<file path="src/rtl/soc_sim_pkg.sv">
// Shared definitions for the simulation run controller: state encoding,
// hold counter width and the run-count width helper.
package soc_sim_pkg;

  localparam logic [1:0] ST_HOLD    = 2'd0;
  localparam logic [1:0] ST_RUN     = 2'd1;
  localparam logic [1:0] ST_DONE    = 2'd2;
  localparam logic [1:0] ST_TIMEOUT = 2'd3;

  typedef enum logic [1:0] {
    HOLD    = ST_HOLD,
    RUN     = ST_RUN,
    DONE    = ST_DONE,
    TIMEOUT = ST_TIMEOUT
  } run_state_e;

  // Wide enough for any legal RESET_CYCLES (1..65535).
  localparam int HOLD_W = 16;

  function automatic int run_w(input int max_runs);
    return $clog2(max_runs + 1);
  endfunction

endpackage

</file>
<file path="src/rtl/ld_down_counter.sv">
// Loadable down counter that stops at zero; used for the SoC reset hold time.
module ld_down_counter
  import soc_sim_pkg::*;
#(
  parameter int W = HOLD_W
) (
  input  logic         clk,
  input  logic         load,
  input  logic [W-1:0] load_value,
  input  logic         en,
  output logic [W-1:0] count,
  output logic         zero
);

  // NOTE: no reset of its own; the owner asserts load during its reset, so
  // the count is defined from the first edge after reset and beyond.
  always_ff @(posedge clk) begin
    if (load)
      count <= load_value;
    else if (en && !zero)
      count <= count - W'(1);
  end

  assign zero = (count == '0);

endmodule

</file>
<file path="src/rtl/sim_run_ctrl.sv">
// Simulation run controller: holds the SoC in reset, lets it run until it
// requests shutdown (restarting up to MAX_RUNS times) or hits a cycle limit.
module sim_run_ctrl
  import soc_sim_pkg::*;
#(
  parameter int          RESET_CYCLES   = 5,
  parameter int          MAX_RUNS       = 2,
  parameter int unsigned TIMEOUT_CYCLES = 20000000,
  parameter int          CNT_W          = 32,
  localparam int         RW             = run_w(MAX_RUNS)
) (
  input  logic             i_clk,
  input  logic             i_reset,
  input  logic             i_shutdown,
  output logic             o_soc_reset,
  output logic             o_running,
  output logic             o_done,
  output logic             o_timeout,
  output logic [RW-1:0]    o_run_count,
  output logic [CNT_W-1:0] o_cycle_count
);

  localparam logic [HOLD_W-1:0] HOLD_LOAD = HOLD_W'(RESET_CYCLES - 1);
  localparam logic [RW-1:0]     LAST_RUN  = RW'(MAX_RUNS - 1);
  localparam logic              TO_EN     = (TIMEOUT_CYCLES != 0);
  localparam logic [CNT_W-1:0]  TO_LAST   = TO_EN ? CNT_W'(TIMEOUT_CYCLES - 1) : '0;

  run_state_e        state;
  logic              soc_reset_q;
  logic              running_q;
  logic              done_q;
  logic              timeout_q;
  logic [RW-1:0]     run_count_q;
  logic [CNT_W-1:0]  cycle_count_q;

  logic              hold_load;
  logic              hold_en;
  logic              hold_zero;
  logic [HOLD_W-1:0] hold_count;
  logic              last_run;
  logic              timeout_hit;

  assign last_run    = (run_count_q == LAST_RUN);
  assign timeout_hit = TO_EN && (cycle_count_q == TO_LAST);

  // Reload on reset and on every restart so each hold lasts RESET_CYCLES.
  assign hold_load = i_reset || (state == RUN && i_shutdown && !last_run);
  assign hold_en   = (state == HOLD);

  ld_down_counter #(.W(HOLD_W)) u_hold_cnt (
    .clk        (i_clk),
    .load       (hold_load),
    .load_value (HOLD_LOAD),
    .en         (hold_en),
    .count      (hold_count),
    .zero       (hold_zero)
  );

  // NOTE: state and every output are updated with <= in one clocked block,
  // so outputs are registered and i_shutdown never reaches a port directly.
  always_ff @(posedge i_clk) begin
    if (i_reset) begin
      state         <= HOLD;
      soc_reset_q   <= 1'b1;
      running_q     <= 1'b0;
      done_q        <= 1'b0;
      timeout_q     <= 1'b0;
      run_count_q   <= '0;
      cycle_count_q <= '0;
    end else begin
      case (state)
        HOLD: begin
          if (hold_zero) begin
            state         <= RUN;
            soc_reset_q   <= 1'b0;
            running_q     <= 1'b1;
            cycle_count_q <= '0;
          end
        end
        RUN: begin
          // Shutdown takes priority over a coincident timeout.
          if (i_shutdown) begin
            run_count_q <= run_count_q + RW'(1);
            soc_reset_q <= 1'b1;
            running_q   <= 1'b0;
            if (last_run) begin
              state  <= DONE;
              done_q <= 1'b1;
            end else begin
              state <= HOLD;
            end
          end else if (timeout_hit) begin
            state       <= TIMEOUT;
            timeout_q   <= 1'b1;
            soc_reset_q <= 1'b1;
            running_q   <= 1'b0;
          end else if (cycle_count_q != '1) begin
            cycle_count_q <= cycle_count_q + CNT_W'(1);
          end
        end
        DONE, TIMEOUT: begin
          state <= state;
        end
        default: begin
          state       <= HOLD;
          soc_reset_q <= 1'b1;
          running_q   <= 1'b0;
        end
      endcase
    end
  end

  assign o_soc_reset   = soc_reset_q;
  assign o_running     = running_q;
  assign o_done        = done_q;
  assign o_timeout     = timeout_q;
  assign o_run_count   = run_count_q;
  assign o_cycle_count = cycle_count_q;

endmodule

</file>
<file path="config.mk">
export PLATFORM = sky130hd
export DESIGN_NAME = sim_run_ctrl
export DESIGN_NICKNAME = d
export VERILOG_FILES = /design/src/rtl/soc_sim_pkg.sv /design/src/rtl/ld_down_counter.sv /design/src/rtl/sim_run_ctrl.sv
export SDC_FILE = /design/constraint.sdc
export NUM_CORES = 1
export LEC_CHECK = 0
export BUFFER_PORTS_ARGS = -buffer_cell sky130_fd_sc_hd__buf_2
export CAP_MARGIN = 20
export CORE_ASPECT_RATIO = 1.25
export CORE_MARGIN = 2
export CORE_UTILIZATION = 55
export DETAILED_ROUTE_END_ITERATION = 10
export GPL_TIMING_DRIVEN = 1
export PLACE_DENSITY_LB_ADDON = 0.2
export SLEW_MARGIN = 20
export SYNTH_ARGS = -nofsm -noshare
export SYNTH_HDL_FRONTEND = slang
export SYNTH_SLANG_ARGS = --single-unit
</file>
<file path="constraint.sdc">
create_clock -name i_clk -period 5.8 [get_ports i_clk]
set_input_delay 1.16 -clock i_clk [delete_from_list [all_inputs] [get_ports i_clk]]
set_output_delay 1.16 -clock i_clk [all_outputs]
set_load 0.02 [all_outputs]
</file>
---- Word-level counts from Yosys, hierarchy flattened ----
Cells that the tools add are included.
operators by class
  multiplexer cells ....................... 18
  equality and inequality tests ........... 11
  reduce and logical (&&, ||, !) cells .... 16
  add/sub/neg operators ................... 3
  bitwise logic cells ..................... 2
operator list
  cell                                                                     number
  32-bit two-way mux                                                       4
  32-bit one-hot mux with 2 select lines                                   1
  32-bit by 1-bit adder with 32-bit output, second input constant          1
  32-bit by 25-bit equality test with 1-bit output, second input constant  1
  32-bit != test, second input constant                                    1
  16-bit logical NOT                                                       1
  16-bit by 1-bit subtractor with 16-bit output, second input constant     1
  3-bit AND reduction                                                      4
  2-bit two-way mux                                                        4
  1-bit two-way mux                                                        6
  2-bit != test, second input constant                                     3
  5-bit AND reduction                                                      1
  2-bit by 1-bit equality test with 1-bit output, second input constant    2
  2-bit equality test, second input constant                               2
  1-bit one-hot mux with 2 select lines                                    2
  2-bit one-hot mux with 2 select lines                                    1
  1-bit logical AND                                                        3
  3-bit != test, second input constant                                     1
  2-bit by 1-bit adder with 2-bit output, second input constant            1
  1-bit logical NOT                                                        2
  2-bit logical NOT                                                        1
  2-bit by 1-bit != test with 1-bit output, second input constant          1
  1-bit inverter                                                           2
  2-bit AND reduction                                                      1
  3 further kinds                                                          3
word-level totals
  flip-flop bits (word level) ............. 56
  bits of input ports ..................... 3
  output and inout bits ................... 38
  word-level logic and storage cells ...... 58

---- Logic depth before layout (Yosys ltp) ----
Gate-level depths: netlist of run 1.
  depth in word-level cells ............... 5
  gate-level depth with buffers ........... 10
  depth with buffers taken out ............ 8

---- Cells and area by module ----
Synthesis of run 1 repeated with hierarchy kept, for this count alone.
second synthesis, totals
  cell total of the unflattened synthesis .. 378
  area, all modules ....................... 3364.5 µm²
by module, submodules not included
  module           cells each  times used  area each (µm²)  sequential area each (µm²)
  sim_run_ctrl     285         1           2398.6           800.8
  ld_down_counter  93          1           965.9            480.5

---- Worst setup path before layout of run 1 ----
Ideal clock, no wire load.
  kind .................................... in2reg
  start point ............................. in i_shutdown
  end point ............................... reg cycle_count_q[11], in the netlist o_cycle_count[11]
  slack ................................... 3.331 ns
  stages .................................. 8
  setup time .............................. 0.079 ns
  buffers on the path ..................... 3
  required time ........................... 5.721 ns
  data arrival time ....................... 2.389 ns
  path through ............................ clkbuf_1 > inv_1 > o31a_1 > and3_1 > buf_2 > clkbuf_1 > nand2_1 > a211oi_2
between the ends
  cells in the longest elaborated chain, start to end .. 2
RTL lines
  what                                  line                RTL
  start: declaration                    sim_run_ctrl.sv:14  input logic i_shutdown,
  2-bit != test (no source line)        n/a
  5-bit AND reduction (no source line)  n/a
  end signal: assignment                sim_run_ctrl.sv:98  cycle_count_q <= cycle_count_q + CNT_W'(1);
  end: declaration                      sim_run_ctrl.sv:34  logic [CNT_W-1:0] cycle_count_q;
Every way passes these cells.
A chain may end at the register's enable or synchronous reset.

---- Worst setup path after layout of run 1 ----
  start point ............................. reg cycle_count_q[24], in the netlist o_cycle_count[24]
  end point ............................... reg cycle_count_q[11], in the netlist o_cycle_count[11]
between the ends
  cells in the longest elaborated chain, start to end .. 3
  elaborated cells on any way between the ends .. 5
  classes of those cells .................. eq/ne: 4; reduce/logical: 1
RTL lines
  what                                                                                               line
  32-bit != test / 32-bit by 25-bit equality test with 1-bit output (equally long branches)          sim_run_ctrl.sv:97, sim_run_ctrl.sv:44
  2-bit by 1-bit != test with 1-bit output (no source line) / 2-bit != test (equally long branches)  n/a
  5-bit AND reduction (no source line) (*)                                                           n/a
Mark *: on every way between the ends. The rest lies on a longest branch, timed or not.

==> flow_summary.json, run 1 <==
{
  "finalSetupViolations": 0,
  "ir_worst_vdd_mv": 0.144,
  "criticalPathCategory": "reg2reg",
  "synthTopCellsByArea": "dfxtp_1, nor2_1, a21oi_1, a311oi_2, nand2_1",
  "synthFlopType": "dfxtp_1",
  "clock_latency_ns": 0.32,
  "numCtsBuffers": 5,
  "cp_top_family": "compound AO/OA/AOI/OAI gates",
  "antenna_found_initial": 0,
  "p_leak_nw": 1.16,
  "synth-edff-count": 0,
  "synth_area_sq_um": 3010,
  "port_buffers": 40,
  "p_total_mw": 1.16,
  "timing.final.crit_share": 0.501,
  "critPathMaxStageDelay_ns": 0.87,
  "vias_per_cell": 6.27,
  "tns_ns": 0,
  "clk_pin_slew_worst_paths_ns": 0.10,
  "outcome": "finished clean",
  "routedWlPerCell_microns": 16.2,
  "yosysSeqAreaShare": 0.373,
  "fin_skew_ns": 0.00787,
  "synth_nets": 362,
  "drive_above_1_share": 0.184,
  "synth-seq-cells": 56,
  "fin_area_sq_um": 3280,
  "cap_violations": 0,
  "ant_nets": 0,
  "fp.coreArea_sq_um": 5370,
  "finalCriticalPeriod_ns": 2.91,
  "finalMaxSlewViolations": 0,
  "drtIter0Drc": 113,
  "hold_path_class": "reg2reg",
  "place_congestion": 0.844,
  "max_freq_mhz": 344,
  "yosysTopAreaCell": "dfxtp_1",
  "gr-usage-all-layers": 0.249,
  "drt_first_pass_iters": 4,
  "cts_sinks": 56,
  "num_antenna_cells": 0,
  "final_hold_viol_count": 0,
  "end_kind": "register",
  "die_area_sq_um": 6080,
  "path_buf_inv": 0,
  "netlist_instances": 356,
  "syn_to_final_growth_pct": 8.99,
  "grt_pass1_wl_mm": 12.4,
  "die_h_microns": 86.6,
  "cp_max_fo": 21,
  "async_reset_ff_frac": 0,
  "yosysMostFrequentCell": "dfxtp_1",
  "grt_max_degree": 36,
  "ios": 41,
  "relSlewSlack": 0.283,
  "start_kind": "register",
  "post-cts-setup-buffers": 0,
  "tightest_slew_ns": 1.07,
  "final_nets": 391,
  "cts_root_buffer": "clkbuf_8",
  "place_area_sq_um": 3190,
  "clk_path_buf_depth": 2,
  "syn_avg_cell_area_sq_um": 8.44,
  "start_util": 0.560,
  "cts_tree": "yes",
  "grt_pass1_vias": 2556,
  "vias": 2817,
  "power_density_nw_per_um2": 355,
  "rsz0062_at_grt": "no",
  "synth_commonest_cells": "dfxtp_1, nor2_1, a21oi_1",
  "required_ns": 6.03,
  "critPathSlowestCell": "o211ai_2",
  "fillers": 497,
  "path_cells": "nor4b_1 -> nand4_1 -> o311a_1 -> o211ai_2 -> nor2_1 -> a211oi_2",
  "ctsResizeCount": 0,
  "hpwl_mm": 4.96,
  "cts_hold_buf": 0,
  "grt_overflow": 0,
  "num_rows": 30,
  "die_w_microns": 70.1,
  "htreeDepth": 2,
  "drc": 0,
  "arrival_ns": 3.14,
  "finalWirelength_mm": 7.29,
  "synth_cell_types": 57,
  "synth_top_area_share": 0.373,
  "ys_warn_count": 0
}
-- metal layers --
metal  GRT usage  wire length, microns  vias up
met2       0.425                  3730       50
met3      0.0477                   289       10
li1            -                     -     1389
met4      0.0857                   110        0
met1       0.314                  3160     1368
met5           0                     0        -
-- state kept, by name, indices dropped and copies added, names as in the netlist --
name	count
o_timeout	1
o_done	1
o_cycle_count	32
u_hold_cnt.count	16
o_run_count	2
o_running	1
o_soc_reset	1
state	2
-- kinds of logic (layout without fill, tap and decap cells) --
family / count (synthesis) / in the layout / share of synthesized area
and+or+nand+nor: 150 / 150 / 0.276
AOI/OAI and AO/OA: 102 / 102 / 0.251
adders and majority gates: 3 / 3 / 0.0125
xor gates and xnor gates: 11 / 11 / 0.0321
muxes: 1 / 1 / 0.00333
buffers and inverters: 33 / 62 / 0.0516
DFF: 56 / 56 / 0.373
-- worst paths after layout --
check                                        from  cells after the start  slack [ns]                 to
worst min register to register             o_done                      2        0.49             o_done
worst max-delay path            o_cycle_count[24]                      6        2.89  o_cycle_count[11]
worst max register to register  o_cycle_count[24]                      6        2.89  o_cycle_count[11]
worst min-delay path                       o_done                      2        0.49             o_done
-- metrics by stage --
stage / cells / hold WS, ns / worst slack [ns] / util
global route: 449 / 0.508 / 2.68 / 0.610
detailed placement: 442 / 0.464 / 2.54 / 0.594
CTS: 449 / 0.487 / 2.88 / 0.610
finish: 449 / 0.490 / 2.89 / 0.610
global placement: 442 / 0.461 / 2.57 / 0.594
floorplan: 356 / 0.458 / 3.33 / -
-- where the power goes --
part           leakage (nW)  switching, mW  internal, mW  total (mW)
combinational         0.667          0.300         0.163       0.463
sequential            0.453         0.0521         0.438       0.490
clock                0.0400          0.129        0.0822       0.211
total                  1.16          0.481         0.682        1.16
-- worst register-to-register path: stages, from the launching register on --
cell and delay [ns]:
dfxtp_1 0.47, nor4b_1 0.40, nand4_1 0.26, o311a_1 0.46
o211ai_2 0.87, nor2_1 0.15, a211oi_2 0.23
-- layout by cell type, fill, tap and decap left out, drive strengths merged, types with 2 or more instances in the layout --
master | Yosys | layout
a211oi | 6 | 6
a21oi | 28 | 28
a311oi | 9 | 9
a31oi | 7 | 7
a41oi | 5 | 5
and2 | 5 | 5
and3 | 10 | 10
and4 | 6 | 6
buf | 11 | 41
clkbuf | 8 | 5
clkinv | 1 | 2
dfxtp | 56 | 56
ha | 3 | 3
inv | 13 | 13
nand2 | 23 | 23
nand2b | 5 | 5
nand3 | 14 | 14
nand3b | 3 | 3
nand4 | 8 | 8
nor2 | 36 | 36
nor3 | 10 | 10
nor4 | 8 | 8
nor4b | 4 | 4
o2111ai | 2 | 2
o211ai | 9 | 9
o21a | 2 | 2
o21ai | 23 | 23
o31ai | 4 | 4
or3 | 8 | 8
or4 | 6 | 6
xnor2 | 6 | 6
xor2 | 5 | 5
-- layout make-up --
cell class              instances  area [sq um]  share of cell area
well taps                      64          80.1              0.0244
clock inverters                 2          12.5             0.00382
clock buffers                   5          68.8              0.0210
multi-input cells             267          1730               0.529
flip-flops and latches         56          1120               0.342
repair buffers                 41           208              0.0634
inverters                      14          52.6              0.0160
(Power assumes the default switching activity.)
==> run 2, diff against run 1 <==
clock period = 2.8 ns   (was 5.8 ns; I/O delays follow)
==> run 2 against run 1 <==
Against the previous run: global-route usage decreased by 0.76 points; maximum frequency increased by 18%; sequential cell count unchanged; non-clock buffer count increased by 8; utilization increased by 1.2 points; clock skew increased by 0.0024 ns; sequential power increased by 110%; cell count increased by 2.0%; register-to-register slack got worse by 2.6 ns; via count increased by 1.2%; largest cell class unchanged.
==> flow_summary.json, run 2 (synthesis gave the netlist of run 1 again) <==
{
  "relSlewSlack": 0.526,
  "largest_reg_flops": 32,
  "grt_overflow": 0,
  "fin_skew_ns": 0.0103,
  "path_cells": "ha_1 -> nand4_1 -> nor4_1 -> and2_1 -> nand3_1 -> or3b_1 -> a21oi_1",
  "num_rows": 30,
  "drive_above_1_share": 0.201,
  "finalMaxSlewViolations": 0,
  "hp-start": "o_timeout",
  "antenna_found_initial": 0,
  "die_h_microns": 86.6,
  "end_kind": "register",
  "routedWlPerCell_microns": 16.0,
  "timing.final.crit_share": 0.881,
  "die_w_microns": 70.1,
  "cts_hold_buf": 0,
  "fp.coreArea_sq_um": 5370,
  "ant_nets": 0,
  "dp_worst_setup_slack_ns": 0.363,
  "hpwl_mm": 5.12,
  "numCtsBuffers": 5,
  "drt_first_pass_iters": 4,
  "cp_max_fo": 6,
  "post-cts-setup-buffers": 0,
  "htreeDepth": 2,
  "tns_ns": 0,
  "final_nets": 399,
  "drtIter0Drc": 149,
  "finalWirelength_mm": 7.32,
  "r2r_cells": 7,
  "drc": 0,
  "finalCriticalPeriod_ns": 2.47,
  "fin_ws_ns": 0.332,
  "r2r_start": "o_cycle_count[0]",
  "finalSetupViolations": 0,
  "min_path_cells": 2,
  "ir_worst_vdd_mv": 0.337,
  "start_util": 0.560,
  "max_freq_mhz": 405,
  "vias_per_cell": 6.23,
  "syn_to_final_growth_pct": 11.2,
  "vias": 2852,
  "clock_latency_ns": 0.31,
  "cts_root_buffer": "clkbuf_8",
  "clk_path_buf_depth": 2,
  "critPathSlowestCell": "nor4_1",
  "power_density_nw_per_um2": 736,
  "required_ns": 3.05,
  "outcome": "finished clean",
  "cap_violations": 0,
  "p_leak_nw": 1.20,
  "clk_pin_slew_worst_paths_ns": 0.10,
  "ios": 41,
  "layout_commonest_cell": "dfxtp_1",
  "hold_end": "o_timeout",
  "start_kind": "register",
  "final_cell_mix": "dfxtp_1, buf_2, nor2_1, a21oi_1, nand2_1",
  "final_hold_viol_count": 0,
  "fillers": 508,
  "gr-usage-all-layers": 0.241,
  "rsz0062_at_grt": "no",
  "hold_path_class": "reg2reg",
  "criticalPathCategory": "reg2reg",
  "ctsResizeCount": 0,
  "port_buffers": 40,
  "grt_max_degree": 25,
  "grt_pass1_wl_mm": 12.0,
  "critPathMaxStageDelay_ns": 0.67,
  "tightest_slew_ns": 0.705,
  "num_antenna_cells": 0,
  "die_area_sq_um": 6080,
  "arrival_ns": 2.72,
  "place_congestion": 0.844,
  "cts_tree": "yes",
  "r2r-end": "o_cycle_count[18]",
  "grt_pass1_vias": 2608,
  "cts_sinks": 56,
  "rrSetupSlack_ns": 0.33
}
## run 2: changes by cell type in the layout (fill, tap and decap cells not counted), sizes merged
cell  before  now
buf       41   49
inv       13   14
## run 2: final cells by class
class,count,area (sq um),share of cell area
Multi-Input combinational cell,267,1730,0.518
Sequential cell,56,1120,0.336
Timing Repair Buffer,49,268,0.0801
Tap cell,64,80.1,0.0240
Clock buffer,5,68.8,0.0206
Inverter,14,52.6,0.0157
Clock inverter,3,21.3,0.00637
## run 2: metal layers
metal,global-route usage,up-vias,share of wire
li1,-,1410,-
met1,0.291,1323,0.43
met2,0.427,98,0.49
met3,0.0360,21,0.050
met4,0.101,0,0.030
met5,0,-,0
## run 2: critical path: cells and delay by family (launching register included)
family	cells	cell delay, ns
flip-flops	1	0.40
adder cells (fa/ha/maj)	1	0.26
AO/OA/AOI/OAI	1	0.14
AND/OR/NAND/NOR	5	1.61
## run 2: how the worst max path moves through the flow
stage	start	endpoint	slack, ns	depth (start not counted)
2_1_floorplan	o_cycle_count[0]	o_cycle_count[6]	0.42	10
3_3_place_gp	o_cycle_count[0]	o_cycle_count[18]	0.41	7
3_5_place_dp	o_cycle_count[0]	o_cycle_count[18]	0.36	7
4_1_cts	o_cycle_count[0]	o_cycle_count[18]	0.35	7
5_1_grt	o_cycle_count[0]	o_cycle_count[18]	0.09	7
6_report	o_cycle_count[0]	o_cycle_count[18]	0.33	7
## run 2: power by group
part | switching [mW] | total, mW | internal, mW
clock network | 0.273 | 0.452 | 0.178
logic | 0.623 | 0.994 | 0.372
registers | 0.106 | 1.01 | 0.906
total | 1.00 | 2.46 | 1.46
## run 2: metrics by stage
stage	power, mW	utilization	area, sq um	std cells	hold WS (ns)
after global placement	1.99	0.606	3250	450	0.446
after CTS	2.47	0.622	3340	458	0.481
after global routing	2.61	0.622	3340	458	0.522
final	2.46	0.622	3340	458	0.471
after detailed placement	2.02	0.606	3250	450	0.458
after floorplan	1.86	-	3010	356	0.458
==> run 3, diff against run 2 <==
CELL_PAD_IN_SITES_DETAIL_PLACEMENT = 1   (was unset)
CELL_PAD_IN_SITES_GLOBAL_PLACEMENT = 1   (was unset)
CORE_UTILIZATION = 43   (was 55)
==> run 3 against run 2 <==
Against the previous run: non-clock buffer count up 4; first-iteration DRC count down 30%; sequential cell count unchanged.
==> flow_summary.json, run 3 (synthesis gave the netlist of run 1 again) <==
{
  "drtIter0Drc": 104,
  "finalMaxSlewViolations": 0,
  "finalSetupViolations": 0,
  "cp_top_family": "simple AND/OR/NAND/NOR gates",
  "stdcell_count": 488,
  "cts_root_buffer": "clkbuf_8",
  "ios": 41,
  "final_cell_mix": "dfxtp_1, buf_2, nor2_1, a21oi_1, nand2_1",
  "start_kind": "register",
  "cp_max_fo": 12,
  "required_ns": 3.00,
  "vias_per_cell": 5.98,
  "hpwl_mm": 6.22,
  "grt_max_degree": 24,
  "p_total_mw": 2.61,
  "p_leak_nw": 1.24,
  "critPathSlowestCell": "nor4b_1",
  "grt_overflow": 0,
  "vias": 2917,
  "relSlewSlack": 0.549,
  "clk_path_buf_depth": 2,
  "numCtsBuffers": 5,
  "timing.final.crit_share": 0.927,
  "num_antenna_cells": 0,
  "tns_ns": 0,
  "routedWlPerCell_microns": 18.0,
  "fillers": 850,
  "top_usage_layer": "met2",
  "cts_sinks": 56,
  "fin_skew_ns": 0.00533,
  "power_density_nw_per_um2": 760,
  "final_nets": 403,
  "cap_violations": 0,
  "dp_worst_setup_slack_ns": 0.234,
  "ir_worst_vdd_mv": 0.396,
  "num_rows": 34,
  "antenna_found_initial": 0,
  "max_freq_mhz": 385,
  "die_w_microns": 78.8,
  "path_buf_inv": 1,
  "syn_to_final_growth_pct": 14.2,
  "drc": 0,
  "criticalPathCategory": "reg2reg",
  "grt_use_met3": 0.0362,
  "tightest_slew_ns": 0.667,
  "grt_pass1_wl_mm": 14.8,
  "ctsResizeCount": 0,
  "grt_pass1_vias": 2994,
  "grt_use_met1": 0.290,
  "hold_path_class": "reg2reg",
  "drive_above_1_share": 0.206,
  "htreeDepth": 2,
  "fin_ws_ns": 0.204,
  "arrival_ns": 2.79,
  "die_area_sq_um": 7680,
  "end_kind": "register",
  "drt_first_pass_iters": 4,
  "start_util": 0.439,
  "clk_pin_slew_worst_paths_ns": 0.10,
  "final_hold_viol_count": 0,
  "rsz0062_at_grt": "no",
  "die_h_microns": 97.5,
  "dp.cells": 480,
  "clock_latency_ns": 0.31,
  "ant_nets": 0,
  "outcome": "finished clean",
  "path_cells": "nor4b_1 -> nand4_1 -> o31a_1 -> and3_1 -> buf_4 -> a41oi_1 -> a311oi_2",
  "layout_commonest_cell": "dfxtp_1",
  "fp.coreArea_sq_um": 6850,
  "post-cts-setup-buffers": 0,
  "gr-usage-all-layers": 0.238,
  "cts_hold_buf": 0,
  "critPathMaxStageDelay_ns": 0.59,
  "gr-usage-met2": 0.421,
  "largest_reg_flops": 32,
  "cts_tree": "yes",
  "place_congestion": 0.799,
  "finalCriticalPeriod_ns": 2.60,
  "finalWirelength_mm": 8.77,
  "port_buffers": 40
}
run 3: cell count changes in the layout (fill, tap and decap cells not counted), sizes merged:
| cell | before | now |
|---|---|---|
| buf | 49 | 53 |
| bufinv | 0 | 1 |
| clkbuf | 5 | 6 |
| clkinvlp | 1 | 0 |
| inv | 14 | 13 |
run 3: metrics by stage:
| step | util | hold slack [ns] | cell area, sq um |
|---|---|---|---|
| 2_1_floorplan | - | 0.458 | 3010 |
| 3_3_place_gp | 0.486 | 0.443 | 3330 |
| 3_5_place_dp | 0.486 | 0.459 | 3330 |
| 4_1_cts | 0.501 | 0.485 | 3430 |
| 5_1_grt | 0.501 | 0.519 | 3430 |
| 6_report | 0.501 | 0.478 | 3430 |
run 3: worst paths after layout:
| check | from | end | slack, ns | cells past startpoint |
|---|---|---|---|---|
| max | o_cycle_count[24] | o_cycle_count[13] | 0.20 | 7 |
| min | o_done | o_done | 0.48 | 2 |
| max reg2reg | o_cycle_count[24] | o_cycle_count[13] | 0.20 | 7 |
| min reg2reg | o_done | o_done | 0.48 | 2 |
run 3: where the power goes:
| part | total [mW] | internal [mW] | switching, mW |
|---|---|---|---|
| combinational | 1.05 | 0.383 | 0.665 |
| clock | 0.547 | 0.266 | 0.280 |
| sequential | 1.02 | 0.906 | 0.110 |
| total | 2.61 | 1.56 | 1.06 |
run 3: per-layer routing:
layer,vias up,wire length (microns)
li1,1412,-
met1,1449,3790
met2,47,4580
met3,9,265
met4,0,140
met5,-,0
run 3: final cells by class:
cell class                 count  area (sq um)  area share
sequential                    56          1120       0.327
inverter                      14          52.6      0.0153
multi-input combinational    267          1730       0.504
timing repair buffer          53           310      0.0904
tap                           90           113      0.0328
clock inverter                 2          35.0      0.0102
clock buffer                   6          72.6      0.0211
run 3: tightest hold or removal path: stages (launching register included):
cell,delay (ns)
dfxtp_1,0.34
a31oi_1,0.04
nor2_1,0.07
